`config.mk`:
```
export PLATFORM = sky130hd
export DESIGN_NAME = pipe_stage_hs
export DESIGN_NICKNAME = d
export VERILOG_FILES = /design/src/rtl/pipe_pkg.sv /design/src/rtl/sat_counter.sv /design/src/rtl/pipe_stage_hs.sv
export SDC_FILE = /design/constraint.sdc
export NUM_CORES = 1
export LEC_CHECK = 0
export CORE_MARGIN = 2
export CORE_UTILIZATION = 54
export DETAILED_ROUTE_END_ITERATION = 7
export PLACE_DENSITY = 0.86
export SETUP_SLACK_MARGIN = 0.5
export SYNTH_ARGS = -nofsm -noshare
export SYNTH_HDL_FRONTEND = slang
export SYNTH_HIERARCHICAL = 1
export SYNTH_SLANG_ARGS = --single-unit
```
`constraint.sdc`:
```
create_clock -name clk -period 19 [get_ports clk]
set_input_delay 1.9 -clock clk [delete_from_list [all_inputs] [get_ports clk]]
set_output_delay 1.9 -clock clk [all_outputs]
set_load 0.005 [all_outputs]
```
`src/rtl/pipe_pkg.sv`:
```
// pipe_pkg: shared state encoding and default widths for pipeline stages.
package pipe_pkg;
    typedef enum logic [1:0] {PS_EMPTY, PS_ONE, PS_FULL} pipe_state_t;
    localparam int CTRL_W_D = 26;
    localparam int DATA_W_D = 160;
    localparam int CNT_W_D  = 16;
endpackage

```
`src/rtl/sat_counter.sv`:
```
// sat_counter: up-counter that sticks at all ones; cleared only by reset.
module sat_counter #(
    parameter int W = 16
) (
    input  logic         clk,
    input  logic         reset,
    input  logic         inc,
    output logic [W-1:0] count
);
    always_ff @(posedge clk or posedge reset)
        if (reset) count <= '0;
        else if (inc && count != '1) count <= count + 1'b1;
endmodule

```
`src/rtl/pipe_stage_hs.sv`:
```
// pipe_stage_hs: valid/ready stage register with one-entry skid buffer, flush and stall counter.
// in_ready comes from the skid flop alone, so no ready path crosses the stage combinationally.
module pipe_stage_hs
    import pipe_pkg::*;
#(
    parameter int CTRL_W = CTRL_W_D,
    parameter int DATA_W = DATA_W_D,
    parameter int CNT_W  = CNT_W_D
) (
    input  logic              clk,
    input  logic              reset,
    input  logic              flush,
    input  logic              in_valid,
    output logic              in_ready,
    input  logic [CTRL_W-1:0] in_ctrl,
    input  logic [DATA_W-1:0] in_data,
    output logic              out_valid,
    input  logic              out_ready,
    output logic [CTRL_W-1:0] out_ctrl,
    output logic [DATA_W-1:0] out_data,
    output logic [CNT_W-1:0]  stall_cnt
);
    logic              mvalid, svalid;
    logic [CTRL_W-1:0] mctrl, sctrl;
    logic [DATA_W-1:0] mdata, sdata;
    pipe_state_t       state, nxt;
    logic              in_fire, out_fire, load_m_in, load_m_skid, load_s;

    assign state     = svalid ? PS_FULL : mvalid ? PS_ONE : PS_EMPTY;
    assign in_ready  = !svalid;
    assign in_fire   = in_valid && in_ready;
    assign out_fire  = mvalid && out_ready;
    assign out_valid = mvalid;
    assign out_ctrl  = mctrl;
    assign out_data  = mdata;

    always_comb begin
        nxt         = state;
        load_m_in   = 1'b0;
        load_m_skid = 1'b0;
        load_s      = 1'b0;
        case (state)
            PS_EMPTY: if (in_fire) begin
                nxt       = PS_ONE;
                load_m_in = 1'b1;
            end
            PS_ONE: begin
                load_m_in = in_fire && out_fire;
                load_s    = in_fire && !out_fire;
                nxt       = load_s ? PS_FULL : (out_fire && !in_fire) ? PS_EMPTY : PS_ONE;
            end
            PS_FULL: if (out_fire) begin
                nxt         = PS_ONE;
                load_m_skid = 1'b1;
            end
            default: nxt = PS_EMPTY;
        endcase
        if (flush) begin
            nxt         = PS_EMPTY;
            load_m_in   = 1'b0;
            load_m_skid = 1'b0;
            load_s      = 1'b0;
        end
    end

    // mctrl is zeroed on every entry to EMPTY so out_ctrl reads 0 whenever out_valid is low
    always_ff @(posedge clk or posedge reset)
        if (reset) begin
            mvalid <= 1'b0;
            svalid <= 1'b0;
            mctrl  <= '0;
            mdata  <= '0;
            sctrl  <= '0;
            sdata  <= '0;
        end else begin
            mvalid <= nxt != PS_EMPTY;
            svalid <= nxt == PS_FULL;
            mctrl  <= nxt == PS_EMPTY ? '0 : load_m_in ? in_ctrl : load_m_skid ? sctrl : mctrl;
            mdata  <= load_m_in ? in_data : load_m_skid ? sdata : mdata;
            sctrl  <= flush ? '0 : load_s ? in_ctrl : sctrl;
            if (load_s) sdata <= in_data;
        end

    sat_counter #(.W(CNT_W)) u_stall (
        .clk   (clk),
        .reset (reset),
        .inc   (mvalid && !out_ready),
        .count (stall_cnt)
    );
endmodule
```
==> results of run 1 <==
## cell type report
class                      count  area, sq um  share of cell area
sequential                   390         9759              0.4520
clock inverter                10        162.7            0.007533
inverter                       6        30.03            0.001391
tap                          390        488.0             0.02260
clock buffer                  61         1221             0.05656
timing repair buffer         413         4086              0.1893
antenna                        3        7.507           0.0003477
multi-input combinational    683         5837              0.2703
## kinds of logic after synthesis
| group | after synthesis | synth area share |
|---|---|---|
| compound gates | 245 | 0.1408 |
| buf+inv | 108 | 0.03651 |
| flops | 390 | 0.6034 |
| simple gates | 263 | 0.09917 |
| mux | 163 | 0.1134 |
| fa+ha+maj | 1 | 0.0007735 |
| xor+xnor | 11 | 0.005956 |
## final timing paths
check / from / endpoint / slack (ns) / cells after the start
worst max register to register: svalid / out_ctrl[1] / 15.87 / 6
worst max-delay path: reset / out_data[85] / 14.47 / 4
worst min register to register: sdata[42] / sdata[42] / 0.48 / 1
worst min-delay path: sdata[42] / sdata[42] / 0.48 / 1
max in group clk: out_ready / out_data[97] / 14.50 / 7
min in group asynchronous: reset / u_stall/count[14] / 1.94 / 2
## metrics by stage
stage / hold slack [ns] / worst slack, ns / total power [W] / instance area, sq um
after global placement: 0.4584 / 13.85 / 0.001512 / 20200
after detailed placement: 0.4665 / 13.81 / 0.001540 / 20200
after CTS: 0.4797 / 14.35 / 0.002366 / 21580
after global routing: 0.4876 / 13.96 / 0.002450 / 21590
final: 0.4764 / 14.47 / 0.002357 / 21590
after floorplan: 0.4489 / 6.713 / 0.001275 / 16170
## layout by cell type, fill, tap and decap left out, types with 26 or more instances in the layout
cell type / Yosys / routed
a31oi_1: 29 / 29
nand2_1: 39 / 39
mux2_1: 110 / 110
and2_1: 139 / 139
a221o_1: 157 / 157
a22o_1: 26 / 26
clkdlybuf4s50_1: 0 / 394
mux2_2: 52 / 52
dfrtp_1: 390 / 390
clkbuf_16: 0 / 41
nand4_1: 31 / 31
## metal layers
layer  GRT usage  vias to the layer above  share of wire
met5           0                        -              0
met4      0.1212                        0          0.045
met3     0.06830                      125          0.094
met2      0.4606                      672           0.48
met1      0.3749                     6125           0.38
li1            -                     5174              -
## power breakdown
group / leakage, nW / switching, W / internal, W / total (W)
Clock: 0.680 / 0.000324 / 0.000499 / 0.000822
Combinational: 3.64 / 0.000161 / 0.000275 / 0.000436
Sequential: 4.89 / 0.0000993 / 0.000999 / 0.00110
Total: 9.21 / 0.000584 / 0.00177 / 0.00236
## state kept, by name, summed over array words and instances, names as in the netlist
name,count
u_stall/count,16
sctrl,26
sdata,160
out_data,160
out_ctrl,26
out_valid,1
svalid,1
## critical path, stage by stage
cell and delay (ns):
clkdlybuf4s50_1 0.51, inv_8 0.67, buf_4 0.87, buf_4 0.90
==> results by group, run 1 <==
Routing
  – ANT nets after route: 0
  – Vias per std cell: 6.184
  – Vias: about 12000
  – DR pass1 iterations: 5
  – Residual DRC: 0
  – Routed len/inst: ~23 um
  – Initial DRC count: 1075
  – WL final: 45490 um

Synthesis
  – Async S/R FF share, synth: 1.000
  – Synth top area share: 0.6034
  – Synth area leader: dfrtp_1
  – EDFF count, synth: 0
  – Synth warn: 6
  – Yosys reg bits: a little under 400
  – Sequential share of the synthesized area: 0.6034
  – Synth area leaders: dfrtp_1 (60%), a221o_1 (9.7%), mux2_1 (7.7%), and2_1 (5.4%), mux2_2 (3.6%)
  – Netlist cell types: 44
  – Most common cell in the synthesized netlist: dfrtp_1
  – Cell Area, Synth: 0.01617 sq mm
  – Avg Cell Area, Syn: between 10 and 15 sq um
  – Synth Instances: about 1200
  – Main synth FF type: dfrtp_1
  – Commonest cells in the netlist: dfrtp_1 (390), a221o_1 (157), and2_1 (139), mux2_1 (110), mux2_2 (52)
  – Post-Syn Nets: roughly 1400

Setup path
  – Critical Path RT: around 20 ns
  – Crit-path max FO: between 100 and 150
  – WP data arrival: 5.03 ns
  – Setup crit start kind: primary input
  – Crit Path Class: primary input to async pin
  – CP endpoint kind: async pin

Floorplan
  – Initial Util: 0.5472
  – Die W: 177.1 um
  – Die ar.: between 0.03 and 0.04 sq mm
  – Io pins: a little under 400
  – Die Y-Extent: around 180 um
  – Core area: about 0.030 sq mm
  – Rows: 63

GRT
  – Gr usage total: 0.2867
  – Largest net degree at the start of global routing: 146
  – Gr ovfl total: 0
  – Vias in the first global route: around 12000
  – Initial antenna violation count: 3
  – Global-route wire length before repair: 70780 um

Clock network
  – Worst-skew pair later-pin latency: 0.52 ns
  – Post-CTS Hold Fix Bufs: 0
  – Clock sinks: 390
  – CTS tree: built
  – CTS HTree Levels: 2
  – Clock edge transition at the registers on the reported setup and hold paths: around 0.060 ns
  – Root Driver: clkbuf_16
  – Num CTS Buffers: about 40
  – Post_cts resized: 0
  – Clk buf depth: 3
  – Post-CTS Setup Repair Bufs: 0

Timing
  – Skew final: 0.01058 ns
  – RSZ-0062 raised after global routing: no
  – TNS Setup: 0 ns
  – Max-slew violations: 0
  – Slew @ Worst Pin: 1.353 ns
  – Minimum clock period: ~4.5 ns
  – Max_slew headroom: 0.09308
  – Final hold viol count: 0
  – Final Setup Violations: 0
  – Max Fclk: ~0.22 GHz
  – Period Utilization, post-route: 0.2384

Placed design
  – Routability cong.: between 0.8 and 0.9
  – Cells after DPL: 1882
  – Port Buf Inserts: approximately 390
  – Hpwl dp: roughly 28000 um

Job
  – Max cap viols: 0

Pwr
  – LEAKAGE: 9.213 nW
  – Cell area power density: ~110 mW/mm^2
  – Peak supply drop: ~0.075 mV

Status
  – Status: finished, final reports clean

Finish
  – Fillers: between 1500 and 2000
  – Post-route insts no fill: just under 2000
  – Area growth, synth to finish: 33.50%
  – Nets: ~1700
  – Finished Core Util: 0.7305
  – Layout cells sized above 1: 0.09469

Min path
  – Worst Hold Class: flop to flop
Note: power is estimated with default switching activity, not from simulation.
==> run 2: changes to the inputs <==
CORE_UTILIZATION = 45   (was 54)
PLACE_DENSITY = 0.77   (was 0.86)
clock period = 4 ns   (was 19 ns; I/O delays follow)
==> run 2 against run 1 <==
Critical path depth did not move. Core utilization shrank 12 points. Global-route usage fell by 5.8 points. Worst hold slack worse by 0.13 ns. Sequential cell count unchanged. Via count down 1.6%. Sequential share of layout area fell by 0.35 points. Combinational power rose to 4.7 times the previous value. Power rose to 4.7 times the previous value. Critical endpoint is now out_ctrl[25]. Count of clock-buffer cells in the layout increased by 1. Routed wire length fell by 4.6%.
==> results by group, run 2 (synthesis results as in run 1) <==
Status
  – Status: finished, final reports clean

Setup path
  – Crit path max-delay cell type: nand4b_1
  – Max incr delay on CP: approximately 1.0 ns
  – Crit Path Class: flop to flop
  – Top delay family on crit path: simple AND/OR/NAND/NOR gates
  – WP data arrival: roughly 3 ns
  – Critical Path RT: between 4 and 5 ns
  – Critical path buffers and inverters: 1
  – Crit-path max FO: 36
  – Cell Chain, Critical Path: buf_4 -> nand4b_1 -> o311ai_0 -> a31oi_1
  – Setup crit start kind: flop
  – CP endpoint kind: flop

Clock network
  – Worst-skew pair later-pin latency: ~0.52 ns
  – CTS HTree Levels: 2
  – CTS tree: built
  – Post-CTS Setup Repair Bufs: 0
  – Clock edge transition at the registers on the reported setup and hold paths: roughly 0.06 ns
  – Post-CTS Hold Fix Bufs: 0
  – Num CTS Buffers: 41
  – Root Driver: clkbuf_16
  – Clock sinks: 390
  – Post_cts resized: 0
  – Clk buf depth: 3

Routing
  – Vias per std cell: about 5.9
  – Vias: roughly 12000
  – ANT nets after route: 0
  – Residual DRC: 0
  – DR pass1 iterations: 5
  – WL final: between 40000 and 50000 um
  – Initial DRC count: 860
  – Routed len/inst: between 20 and 25 um

Floorplan
  – Io pins: 395
  – Die Y-Extent: 193.6 um
  – Initial Util: 0.4558
  – Rows: about 70
  – Die ar.: approximately 0.037 sq mm
  – Die W: 193.6 um
  – Core area: approximately 0.035 sq mm

Finish
  – Nets: 1733
  – Fillers: between 2000 and 3000
  – FF+latch area: slightly below 0.01 sq mm
  – Area growth, synth to finish: 34.52%
  – Most common cell after layout, fill and taps aside: clkdlybuf4s50_1
  – Leading cell types in the layout, fill and taps excluded: clkdlybuf4s50_1 (394), dfrtp_1 (390), a221o_1 (157), and2_1 (139), mux2_1 (110)
  – Multi-input combinational cell area: roughly 0.006 sq mm
  – Layout cells sized above 1: 0.09936

Pwr
  – P_sw: between 0.002 and 0.003 W
  – Final Total Pwr: around 0.011 W
  – Sw Share: 0.2478
  – Int Pwr: 0.008247 W
  – Peak supply drop: between 0.3 and 0.4 mV
  – Clk network pwr share: 0.338
  – Register share of total power: 0.475
  – Cell area power density: about 500 mW/mm^2
  – LEAKAGE: approximately 9.3 nW
  – Gate power share: 0.188

Placed design
  – Routability cong.: approximately 0.84
  – Hpwl dp: 27900 um
  – Worst slack at placement: 1.202 ns
  – Port Buf Inserts: around 390

GRT
  – Vias in the first global route: 12070
  – Gr ovfl total: 0
  – Gr usage total: 0.2286
  – Largest net degree at the start of global routing: 171
  – Global-route wire length before repair: about 70000 um
  – Initial antenna violation count: 2

Timing
  – Skew final: about 0.014 ns
  – Slew @ Worst Pin: between 1 and 1.5 ns
  – Final hold viol count: 0
  – Final setup margin: around 1.4 ns
  – RSZ-0062 raised after global routing: no
  – Period Utilization, post-route: 0.6557
  – Max-slew violations: 0
  – Max_slew headroom: 0.1742
  – Max Fclk: 0.3813 GHz
  – Minimum clock period: about 2.6 ns
  – Final Setup Violations: 0

Job
  – Max cap viols: 0

Min path
  – Worst Hold Class: primary input to async pin
## run 2: per-layer routing
metal,up-vias,global-route usage,share of wire
met1,6053,0.3183,0.42
met3,83,0.04533,0.082
li1,5188,-,-
met5,-,0,0.00037
met2,575,0.3648,0.47
met4,2,0.06757,0.026
## run 2: final cells by class
class / count / share of cell area
Sequential cell: 390 / 0.4485
Clock inverter: 10 / 0.002645
Timing Repair Buffer: 419 / 0.1945
Antenna cell: 1 / 0.0001150
Inverter: 6 / 0.001208
Tap cell: 461 / 0.02651
Clock buffer: 62 / 0.05825
Multi-Input combinational cell: 683 / 0.2683
## run 2: per-stage QoR
step / instance area, sq um / cells / TNS, ns / utilization / hold slack (ns)
floorplan: 16180 / 1181 / -531.87 / - / 0.3137
global placement: 20430 / 1959 / 0 / 0.5758 / 0.4582
detailed placement: 20430 / 1959 / 0 / 0.5758 / 0.4665
CTS: 21760 / 2031 / 0 / 0.6131 / 0.3418
global route: 21760 / 2032 / 0 / 0.6132 / 0.3900
finish: 21760 / 2032 / 0 / 0.6132 / 0.3437
## run 2: worst paths after layout
| kind | startpoint | endpoint | slack (ns) | cells past startpoint |
|---|---|---|---|---|
| max in group asynchronous | reset | sdata[42] | 2.43 | 4 |
| hold reg to reg | sdata[48] | sdata[48] | 0.47 | 1 |
| setup / recovery | svalid | out_ctrl[25] | 1.38 | 4 |
| min in group clk | sdata[48] | sdata[48] | 0.47 | 1 |
| hold / removal | reset | u_stall/count[1] | 0.34 | 2 |
| setup reg to reg | svalid | out_ctrl[25] | 1.38 | 4 |
## run 2: power by group through the flow
stage | clock, W | combinational (W) | sequential, W
after detailed placement | 0 | 0.00208 | 0.00525
after CTS | 0.00378 | 0.00208 | 0.00520
after floorplan | 0 | 0.000890 | 0.00517
after global placement | 0 | 0.00201 | 0.00521
after global routing | 0.00394 | 0.00221 | 0.00530
final | 0.00370 | 0.00206 | 0.00521
